`src/rtl/instr_fetch_stage_if.sv`:
```
`default_nettype none
// ============================================================================
// Module      : instr_fetch_stage_if
// Description : Instruction-memory read bus between the fetch stage (master)
//               and instruction memory (slave): req/addr out, ack/data back.
// Revision    : 1.0 - initial release
// ============================================================================
interface instr_fetch_stage_if;
  logic       imem_req;
  logic [9:0] imem_addr;
  logic       imem_ack;
  logic [9:0] imem_data;

  // Fetch stage drives the request; memory answers with ack/data.
  modport master (output imem_req, output imem_addr, input imem_ack, input imem_data);
  modport slave  (input imem_req, input imem_addr, output imem_ack, output imem_data);
endinterface
`default_nettype wire

```
`src/rtl/instr_fetch_stage.sv`:
```
`default_nettype none
// ============================================================================
// Module      : instr_fetch_stage
// Description : Requests the instruction at the current PC over a req/ack bus,
//               holds it in a single-entry IR for decode, feeds PC-advance and
//               branch redirect back to the fetch unit, stops on HALT.
//               Optional ack watchdog enabled by defining FETCH_TIMEOUT_EN.
// Revision    : 1.0 - initial release
// ============================================================================
module instr_fetch_stage #(
  parameter logic [3:0]  JMP_OPC  = 4'b1111,
  parameter logic [3:0]  BRZ_OPC  = 4'b1110,
  parameter logic [3:0]  HALT_OPC = 4'b0000,
  parameter int unsigned TIMEOUT  = 15
) (
  input  wire logic                  clk,
  input  wire logic                  reset,
  input  wire logic [9:0]            pc,
  input  wire logic                  zero_flag,
  input  wire logic                  stall,
  instr_fetch_stage_if.master        imem,
  output logic                       pc_en,
  output logic                       br_ctrl,
  output logic [9:0]                 br_addr,
  output logic [9:0]                 ir,
  output logic [9:0]                 ir_pc,
  output logic                       ir_valid,
  output logic                       halted,
  output logic                       fetch_err
);

  typedef enum logic [1:0] {
    S_IDLE   = 2'd0,
    S_FETCH  = 2'd1,
    S_FULL   = 2'd2,
    S_HALTED = 2'd3
  } state_t;

  state_t     state_q, state_d;
  logic [9:0] addr_q, addr_d;
  logic [9:0] ir_q, ir_d;
  logic [9:0] ir_pc_q, ir_pc_d;
  logic       ir_valid_q, ir_valid_d;
  logic [9:0] br_addr_q, br_addr_d;

  logic       ack_cycle;
  logic       taken;
  logic       is_halt;
  logic [9:0] br_target;
  logic       timeout;

  // Ack is only meaningful while a request is outstanding.
  assign ack_cycle = (state_q == S_FETCH) && imem.imem_ack;
  assign taken     = (imem.imem_data[9:6] == JMP_OPC) ||
                     ((imem.imem_data[9:6] == BRZ_OPC) && zero_flag);
  assign is_halt   = (imem.imem_data[9:6] == HALT_OPC) && (imem.imem_data[5:0] == 6'd0);
  // Page bits come from the fetched address, not from the advanced PC.
  assign br_target = {addr_q[9:6], imem.imem_data[5:0]};

`ifdef FETCH_TIMEOUT_EN
  logic [3:0] wd_q, wd_d;
  logic       fetch_err_q, fetch_err_d;

  assign timeout = (state_q == S_FETCH) && !imem.imem_ack && (wd_q == 4'(TIMEOUT - 1));

  // Watchdog: clear on entry to FETCH, count ack-less FETCH cycles, sticky error.
  always_comb begin
    wd_d        = wd_q;
    fetch_err_d = fetch_err_q;
    if ((state_q != S_FETCH) && (state_d == S_FETCH)) begin
      wd_d = 4'd0;
    end else if ((state_q == S_FETCH) && !imem.imem_ack) begin
      wd_d = wd_q + 4'd1;
    end
    if (timeout) begin
      fetch_err_d = 1'b1;
    end
  end

  // Watchdog registers.
  always_ff @(posedge clk or posedge reset) begin
    if (reset) begin
      wd_q        <= 4'd0;
      fetch_err_q <= 1'b0;
    end else begin
      wd_q        <= wd_d;
      fetch_err_q <= fetch_err_d;
    end
  end

  assign fetch_err = fetch_err_q;
`else
  logic unused_timeout;
  assign unused_timeout = (TIMEOUT == 0);
  assign timeout        = 1'b0;
  assign fetch_err      = 1'b0;
`endif

  // Next-state and datapath updates for the fetch FSM.
  always_comb begin
    state_d    = state_q;
    addr_d     = addr_q;
    ir_d       = ir_q;
    ir_pc_d    = ir_pc_q;
    ir_valid_d = ir_valid_q;
    br_addr_d  = br_addr_q;
    case (state_q)
      S_IDLE: begin
        state_d = S_FETCH;
        addr_d  = pc;
      end
      S_FETCH: begin
        if (imem.imem_ack) begin
          ir_d       = imem.imem_data;
          ir_pc_d    = addr_q;
          ir_valid_d = 1'b1;
          br_addr_d  = br_target;
          state_d    = is_halt ? S_HALTED : S_FULL;
        end else if (timeout) begin
          state_d = S_HALTED;
        end
      end
      S_FULL: begin
        // No flush on a taken branch: the redirected pc is what gets latched here.
        if (!stall) begin
          ir_valid_d = 1'b0;
          addr_d     = pc;
          state_d    = S_FETCH;
        end
      end
      S_HALTED: begin
        if (!stall) begin
          ir_valid_d = 1'b0;
        end
      end
      default: state_d = S_IDLE;
    endcase
  end

  // State and datapath registers.
  always_ff @(posedge clk or posedge reset) begin
    if (reset) begin
      state_q    <= S_IDLE;
      addr_q     <= 10'd0;
      ir_q       <= 10'd0;
      ir_pc_q    <= 10'd0;
      ir_valid_q <= 1'b0;
      br_addr_q  <= 10'd0;
    end else begin
      state_q    <= state_d;
      addr_q     <= addr_d;
      ir_q       <= ir_d;
      ir_pc_q    <= ir_pc_d;
      ir_valid_q <= ir_valid_d;
      br_addr_q  <= br_addr_d;
    end
  end

  // Outputs decode from state so reset silences them without a clock edge.
  assign imem.imem_req  = (state_q == S_FETCH);
  assign imem.imem_addr = addr_q;
  assign pc_en          = ack_cycle;
  assign br_ctrl        = ack_cycle && taken;
  assign br_addr        = ack_cycle ? br_target : br_addr_q;
  assign ir             = ir_q;
  assign ir_pc          = ir_pc_q;
  assign ir_valid       = ir_valid_q;
  assign halted         = (state_q == S_HALTED);

endmodule
`default_nettype wire
```
`src/flat_wrapper.sv`:
```
// flat-port wrapper written by rule: the top's interface ports become plain ports
module instr_fetch_stage_flat 
#(
  parameter logic [3:0]  JMP_OPC  = 4'b1111,
  parameter logic [3:0]  BRZ_OPC  = 4'b1110,
  parameter logic [3:0]  HALT_OPC = 4'b0000,
  parameter int unsigned TIMEOUT  = 15
)
  (clk, reset, pc, zero_flag, stall, pc_en, br_ctrl, br_addr, ir, ir_pc, ir_valid, halted, fetch_err, imem_imem_req, imem_imem_addr, imem_imem_ack, imem_imem_data);
  instr_fetch_stage_if imem_i ();
  input  wire logic clk;
  input  wire logic reset;
  input  wire logic [9:0] pc;
  input  wire logic zero_flag;
  input  wire logic stall;
  output logic pc_en;
  output logic br_ctrl;
  output logic [9:0] br_addr;
  output logic [9:0] ir;
  output logic [9:0] ir_pc;
  output logic ir_valid;
  output logic halted;
  output logic fetch_err;
  output wire logic [$bits(imem_i.imem_req)-1:0] imem_imem_req;
  output wire logic [$bits(imem_i.imem_addr)-1:0] imem_imem_addr;
  input wire logic [$bits(imem_i.imem_ack)-1:0] imem_imem_ack;
  input wire logic [$bits(imem_i.imem_data)-1:0] imem_imem_data;
  assign imem_imem_req = imem_i.imem_req;
  assign imem_imem_addr = imem_i.imem_addr;
  assign imem_i.imem_ack = imem_imem_ack;
  assign imem_i.imem_data = imem_imem_data;
  instr_fetch_stage #(.JMP_OPC(JMP_OPC), .BRZ_OPC(BRZ_OPC), .HALT_OPC(HALT_OPC), .TIMEOUT(TIMEOUT)) u_core (.clk(clk), .reset(reset), .pc(pc), .zero_flag(zero_flag), .stall(stall), .imem(imem_i), .pc_en(pc_en), .br_ctrl(br_ctrl), .br_addr(br_addr), .ir(ir), .ir_pc(ir_pc), .ir_valid(ir_valid), .halted(halted), .fetch_err(fetch_err));
endmodule
```
`config.mk`:
```
export PLATFORM = sky130hd
export DESIGN_NAME = instr_fetch_stage_flat
export DESIGN_NICKNAME = d
export VERILOG_FILES = /design/src/rtl/instr_fetch_stage_if.sv /design/src/rtl/instr_fetch_stage.sv /design/src/flat_wrapper.sv
export SDC_FILE = /design/constraint.sdc
export NUM_CORES = 1
export LEC_CHECK = 0
export CAP_MARGIN = 0
export CORE_ASPECT_RATIO = 0.75
export CORE_MARGIN = 1
export CORE_UTILIZATION = 37
export CTS_BUF_LIST = sky130_fd_sc_hd__clkbuf_8
export DETAILED_ROUTE_END_ITERATION = 7
export GPL_TIMING_DRIVEN = 0
export PLACE_DENSITY = 0.78
export SKIP_LAST_GASP = 1
export SYNTH_ARGS = -nofsm -noshare
export SYNTH_HDL_FRONTEND = slang
export SYNTH_SLANG_ARGS = --single-unit
export TNS_END_PERCENT = 5
```
`constraint.sdc`:
```
create_clock -name clk -period 1.4 [get_ports clk]
set_clock_uncertainty 0.1 [all_clocks]
set_input_delay 0.28 -clock clk [delete_from_list [all_inputs] [get_ports clk]]
set_output_delay 0.28 -clock clk [all_outputs]
set_load 0.005 [all_outputs]
```
==> results.cfg, run 1 <==
[run_status]
status = finished, violations left
failed_checks = negative setup slack

[sta]
worst_slack_ps = -521
period_share_pct = 137
holdWs_ps = 289
rsz0062_at_grt = yes
report.final.slew_viol_count = 0
fmax_mhz = 521
tightest_slew_ps = 646
setup_viol = 62
min_period_ps = 1920
final_hold_viol_count = 0
tns_ps = -12320
relSlewSlack_pct = 56.9

[power]
p_comb_share_pct = 51.1
irDropWorstVdd_mv = 1.34
power_frac_clock_pct = 15.0
p_sw_share_pct = 26.9
seq_power_share_pct = 33.9
netSwitchingPower_uw = 1380
power_density_mw_per_mm2 = 2170
p_int_uw = 3760
p_leak_uw = 0.00109

[layout]
layout_common_cells = clkdlybuf4s50_1, dfrtp_1, mux2_4, mux2_2, buf_4
fin_nets = 200
fillerInstances = 259
fin_cells = 226
syn_to_final_growth_pct = 70.8
mostFrequentLayoutCell = clkdlybuf4s50_1
layout-drive-gt1-share_pct = 35.8
diodes = 0

[floorplan]
initial_core_util_pct = 40.5
num_io_pins = 71
die_h_um = 55.0
die-area_mm2 = 0.00400
dieWidth_um = 72.7
core_area_mm2 = 0.00342
rows = 18

[clock_tree]
numCtsBuffers = 5
cts_tree = yes
cts.sinks = 33
root_buffer = clkbuf_8
cts_max_level = 2
clk_pin_slew_worst_paths_ps = 60
clk_path_buf_depth = 2
cts_hold_buf = 0
clk_latency_ps = 270

[global_routing]
grt_antenna_before_repair = 0
grt_first_pass_wirelength_mm = 5.16
grt_pass1_vias = 1060
grt_max_degree = 34
grt_util_all_layers_pct = 18.2
grt_overflow = 0

[yosys]
ys_types = 19
synth.net_count = 111
yosysWarnings = 0
syn_area_mm2 = 0.00139
ys_seq_elements = 33
ys_seq_area_share_pct = 59.6
syn_inst = 86
syn_area_per_cell_um2 = 16.1

[critical_path]
cp-start-kind = register
end_kind = output pin
arrival_ps = 1540
critPathKind = reg -> out
worstPathRequired_ps = 1020
worstReg2RegEnd = u_core.imem.imem_addr[6]
rr_worst_depth = 5
cp_max_fo = 4
cp_common_cell = buf_6
r2r_start = u_core.state_q[0]
crit_path_top_delay_cell = dfrtp_1
max_stage_delay_ps = 390
reg2reg_slack_ps = -280
path_cells = nand3b_4 > buf_6 > buf_6 > mux2_4 > buf_6

[routing]
vias = 1052
routedWlPerCell_um = 14.7
final_antenna_net_count = 0
vias_per_cell = 4.65
dr.pass1.iters = 4
first_iter_violations = 38
wl_mm = 3.31
drc = 0

[placement]
place_hpwl_mm = 2.20
dp_cells = 205
io_buffers = 69
place.gp.congestion = 0.752

[hold_path]
hp-class = in -> async

[run]
cap_violations = 0
==> worst max-delay path: cells and delay by family (launching register included) <==
family                 cells  cell delay, ps
multiplexers               1             300
AND/OR/NAND/NOR            1             200
buffers and inverters      3             370
flip-flops                 1             390
==> routing by layer <==
layer	track usage [%]	up-vias	wire length, µm
met2	29.4	62	1420
met4	6.54	0	48
met1	20.6	507	1480
met3	10.1	7	367
li1	-	476	-
met5	0	-	0
==> state kept, by name (all words and copies together), names as in the netlist <==
| signal | cells |
|---|---|
| u_core.ir_pc | 6 |
| u_core.imem.imem_addr | 10 |
| u_core.br_addr_q | 10 |
| u_core.ir_valid | 1 |
| u_core.state_q | 2 |
| u_core.ir | 4 |
==> synthesized netlist by cell type <==
cell | count | area (µm²)
dfrtp_1 | 33 | 826
mux2_4 | 16 | 240
mux2_2 | 14 | 158
buf_6 | 3 | 33.8
inv_1 | 3 | 11.3
nor2_1 | 3 | 11.3
nor2b_1 | 2 | 12.5
a21oi_1 | 1 | 5.00
a32o_1 | 1 | 10.0
and2_1 | 1 | 6.26
buf_4 | 1 | 7.51
conb_1 | 1 | 3.75
nand3b_1 | 1 | 7.51
nand3b_4 | 1 | 20.0
nor3_1 | 1 | 5.00
nor4_1 | 1 | 6.26
nor4b_1 | 1 | 8.76
o2111ai_1 | 1 | 8.76
o21ai_0 | 1 | 5.00
==> per-stage QoR <==
step | instance area (µm²) | setup slack (ps) | util (%) | total power [µW]
3_5_place_dp | 2140 | -906 | 62.5 | 4240
6_report | 2370 | -521 | 69.2 | 5140
5_1_grt | 2370 | -588 | 69.2 | 5470
4_1_cts | 2340 | -524 | 68.2 | 5140
2_1_floorplan | 1390 | -57.0 | - | 2720
3_3_place_gp | 2140 | -909 | 62.5 | 4190
==> cell type report <==
class                           instances  area, µm²  area share, %
Clock buffer                            7       96.3           4.07
Timing Repair Buffer                   83        821           34.7
Inverter                                3       11.3          0.476
Multi-Input combinational cell         46        512           21.6
Sequential cell                        33        826           34.9
Tap cell                               50       62.6           2.64
Clock inverter                          1       5.00          0.211
Buffer                                  3       33.8           1.43
==> repair_timing <==
item / CTS / global route
resized for setup: 47 / 4
cloned: 0 / 0
buffers inserted: 12 / 1
endpoints found under the setup margin: 91 / 69
==> kinds of logic after synthesis <==
| kind of cell | share of synthesized area, % |
|---|---|
| flip-flops | 59.6 |
| other | 0.270 |
| AND/OR/NAND/NOR | 5.60 |
| buffers and inverters | 3.79 |
| AO/OA/AOI/OAI | 2.08 |
| multiplexers | 28.7 |
==> worst max path at each step <==
stage          slack (ps)  cells after the start    endpoint         startpoint
6_report             -520                      5  br_addr[4]  u_core.state_q[1]
5_1_grt              -590                      5  br_addr[4]  u_core.state_q[1]
4_1_cts              -520                      5  br_addr[3]  u_core.state_q[1]
3_5_place_dp         -910                      5  br_addr[2]      imem_imem_ack
3_3_place_gp         -910                      5  br_addr[2]      imem_imem_ack
2_1_floorplan         -60                      3  br_addr[1]  u_core.state_q[1]
==> power by group through the flow <==
| stage | combinational, µW | clock, µW | sequential, µW |
|---|---|---|---|
| final | 2630 | 772 | 1740 |
| after global routing | 2820 | 844 | 1810 |
| after CTS | 2620 | 791 | 1740 |
| after detailed placement | 2480 | 0 | 1760 |
| after global placement | 2460 | 0 | 1730 |
| after floorplan | 951 | 0 | 1770 |
Note: power is estimated with default switching activity, not from simulation.
==> run 2, diff against run 1 <==
TNS_END_PERCENT = default   (was 5)
==> results.cfg, run 2 (same netlist as run 1, synthesis figures left out) <==
[routing]
drc = 0
vias_per_cell = 4.68
vias = 1123
routedWlPerCell_um = 14.9
wl_mm = 3.58
final_antenna_net_count = 0
dr.pass1.iters = 4
first_iter_violations = 55

[global_routing]
grt_antenna_before_repair = 0
grt_max_degree = 34
grt_overflow = 0
grt_pass1_vias = 1109
grt_first_pass_wirelength_mm = 5.46
grt_util_all_layers_pct = 19.5

[critical_path]
critPathKind = reg -> out
cp-start-kind = register
cp_common_cell = buf_6
arrival_ps = 1540
crit_path_top_delay_cell = dfrtp_1
crit_family = flip-flops
max_stage_delay_ps = 390
path_cells = nand3b_4 > buf_6 > buf_6 > mux2_4 > buf_6
cp_max_fo = 4
end_kind = output pin
worstPathRequired_ps = 1020
crit_buf_inv = 3

[clock_tree]
clk_pin_slew_worst_paths_ps = 70
cts.sinks = 33
clk_path_buf_depth = 2
numCtsBuffers = 5
cts_hold_buf = 0
cts_max_level = 2
cts_tree = yes
root_buffer = clkbuf_8
clk_latency_ps = 270

[sta]
worst_slack_ps = -517
report.final.slew_viol_count = 0
period_share_pct = 137
min_period_ps = 1920
relSlewSlack_pct = 53.1
tightest_slew_ps = 701
final_hold_viol_count = 0
tns_ps = -9370
rsz0062_at_grt = yes
setup_viol = 33
fmax_mhz = 522

[placement]
place_hpwl_mm = 2.20
place_area_mm2 = 0.00214
dp_cells = 205
place.gp.congestion = 0.752
io_buffers = 69

[floorplan]
num_io_pins = 71
initial_core_util_pct = 40.5
rows = 18
dieWidth_um = 72.7
die-area_mm2 = 0.00400
core_area_mm2 = 0.00342
die_h_um = 55.0

[layout]
syn_to_final_growth_pct = 79.3
stdcell_area_mm2 = 0.00249
fin_cells = 240
utilization_pct = 72.6
diodes = 0
layout_common_cells = dlygate4sd2_1, dfrtp_1, mux2_4, clkdlybuf4s50_1, buf_6
fin_nets = 214
layout-drive-gt1-share_pct = 46.3

[hold_path]
hp-class = in -> reg

[power]
irDropWorstVdd_mv = 1.17
power_density_mw_per_mm2 = 2100
p_leak_uw = 0.00124

[run_status]
failed_checks = negative setup slack
status = finished, violations left

[run]
cap_violations = 0
[run 2: final cells by class]
cell class | count | area [µm²]
sequential | 33 | 826
inverter | 3 | 15.0
clock buffer | 7 | 96.3
buffer | 3 | 33.8
tap | 50 | 62.6
multi-input combinational | 46 | 556
fill | 260 | 937
timing repair buffer | 97 | 892
clock inverter | 1 | 5.00
[run 2: metal layers]
metal / track usage (%) / up-vias / part of all wire (%)
met5: 0 / - / 0
met2: 31.8 / 62 / 46
li1: - / 507 / -
met3: 9.60 / 9 / 9.0
met1: 22.6 / 545 / 43
met4: 7.19 / 0 / 2.0
[run 2: through the flow]
step                hold WS, ps  total power [µW]  setup WS [ps]
floorplan                   305              2720          -57.0
global route                320              5570           -584
detailed placement          394              4240           -906
global placement            393              4190           -909
finish                      293              5220           -517
CTS                         318              5110           -524
[run 2: worst reg2reg max path, cell delays in order, from the launching register on]
cell,delay (ps)
dfrtp_1,410
buf_4,150
buf_6,110
buf_4,140
a21oi_4,180
buf_6,180
mux2_2,340
[run 2: worst paths after layout]
path	from	endpoint	slack, ps	cells after the start
worst max-delay path	u_core.state_q[1]	br_addr[4]	-520	5
worst min-delay path	imem_imem_data[9]	u_core.ir[9]	290	2
max in group asynchronous	reset	u_core.ir[7]	450	2
min in group asynchronous	reset	u_core.ir_pc[5]	360	2
worst max register to register	u_core.state_q[0]	u_core.imem.imem_addr[1]	-310	6
worst min register to register	u_core.ir_pc[5]	u_core.ir_pc[5]	410	1
[run 2: timing repair]
action | in CTS | in global routing
setup buffers | 23 | 5
hold endpoints to repair | 0 | 0
endpoints found under the setup margin | 91 | 40
gates resized for setup | 102 | 18
pin swaps | 1 | 0
gates cloned | 1 | 0
[run 2: power by group]
group | switching (µW) | total, µW | internal [µW]
Combinational | 877 | 2750 | 1870
Sequential | 273 | 1710 | 1430
Clock | 324 | 768 | 444
Total | 1470 | 5220 | 3750
==> edit: new RTL, settings of run 2 <==
Re-encode `state_t` (4 states) as one-hot, 4 bits wide.
--- a/src/rtl/instr_fetch_stage.sv
+++ b/src/rtl/instr_fetch_stage.sv
@@ -31,7 +31,7 @@
 
-  typedef enum logic [1:0] {
-    S_IDLE   = 2'd0,
-    S_FETCH  = 2'd1,
-    S_FULL   = 2'd2,
-    S_HALTED = 2'd3
+  typedef enum logic [3:0] {
+    S_IDLE   = 4'b0001,
+    S_FETCH  = 4'b0010,
+    S_FULL   = 4'b0100,
+    S_HALTED = 4'b1000
   } state_t;
Check against the original RTL: same outputs for any inputs over 10 cycles, from zero or initial values and one cycle with reset high; not proved beyond that.
==> edit against run 2 <==
  * The run still ends with setup timing left
  * Area after synthesis grew 10%
  * Total power grew 15%
  * Setup slack lost 0.33 ns
  * First-iteration DRC count grew 9.1%
  * Fmax shrank 15%
  * Routed wire length grew 20%
  * Largest power group unchanged
  * Sequential cell count grew 2
  * Cell area grew 11%
  * Global-route usage grew 1.8 points
  * Critical endpoint is now br_addr[3]
==> edit: results (changes against run 2) <==
Met2 Routed Length 2107 um (+29%); CP startpoint u_core.state_q[3]; largest net degree at the start of global routing 36 (+5.9%); vias in the first global route 1367 (+23%); min setup slack post-route -0.8513 ns (-0.3348 ns); wirelength, routed 4297 um (+20%); ClkCell Share 0.03036 (-0.01041); CP Capture Point br_addr[3]; Mapped Cells 103 (+20%); Global Route Usage Sum 0.2130 (+0.01827); # nets final 233 (+8.9%); failing checks setup timing; status finished with violations; critical path's largest stage delay 0.43 ns (+0.04 ns); number of DRC markers in iteration 0 60 (+9.1%); WP data arrival 1.87 ns (+0.33 ns); slowest CP cell dfrtp_2; Leak 1.325 nW (+7.1%); clk_lat worst skew 0.29 ns (+0.02 ns); Mapped Nets 128 (+15%); met2 Use GR 0.3623 (+0.04458); r2r endpoint u_core.ir[8]; setup repair bufs after CTS 28 (+22%); Reg2Reg Depth 8 (+2); vias per inst 4.877 (+4.2%); flop2flop setup slack -0.53 ns (-0.22 ns); non-filler cells, final 261 (+8.8%); multi-input logic area 706.9 um2 (+27%); Buffers excl. clock 104 (+4.0%); Cell variety after synth 33 (+14); Inverters 2 (-1); fraction of layout cells with a size suffix above 1 0.4880 (+0.02488); Slew HR 0.4856 (-0.04591); Seq. pwr 1.82 mW (+6%); Area contributors post-synth dfrtp_1 56%, mux2_2 17%, mux2_4 6.9%, dfstp_2 1.7%, nor4b_4 1.6%; final setup fails 49 (+48%); sequential area share after synthesis 0.5751 (-0.02061); met3 usage 0.07840 (-0.01761); Multi-In Gates 60 (+30%)
-- edit: metrics by stage --
| step | instance area (um2) | TNS, ns | total power [mW] | hold WS, ns |
|---|---|---|---|---|
| 2_1_floorplan | 1573 | -9.753 | 3.180 | 0.3281 |
| 3_3_place_gp | 2328 | -37.91 | 4.688 | 0.3885 |
| 3_5_place_dp | 2328 | -41.81 | 4.788 | 0.3966 |
| 4_1_cts | 2690 | -20.78 | 5.889 | 0.3785 |
| 5_1_grt | 2761 | -24.25 | 6.369 | 0.4217 |
| 6_report | 2761 | -21.36 | 6.021 | 0.3690 |
-- edit: kinds of logic (layout without fill, tap and decap cells) --
group / Yosys count / after routing / share of synthesized area
XOR/XNOR: 1 / 1 / 0.005743
AO/OA/AOI/OAI: 10 / 10 / 0.04840
other: 1 / 1 / 0.002459
buffers and inverters: 8 / 114 / 0.04511
multiplexers: 30 / 30 / 0.2387
AND/OR/NAND/NOR: 18 / 18 / 0.08449
flip-flops: 35 / 35 / 0.5751
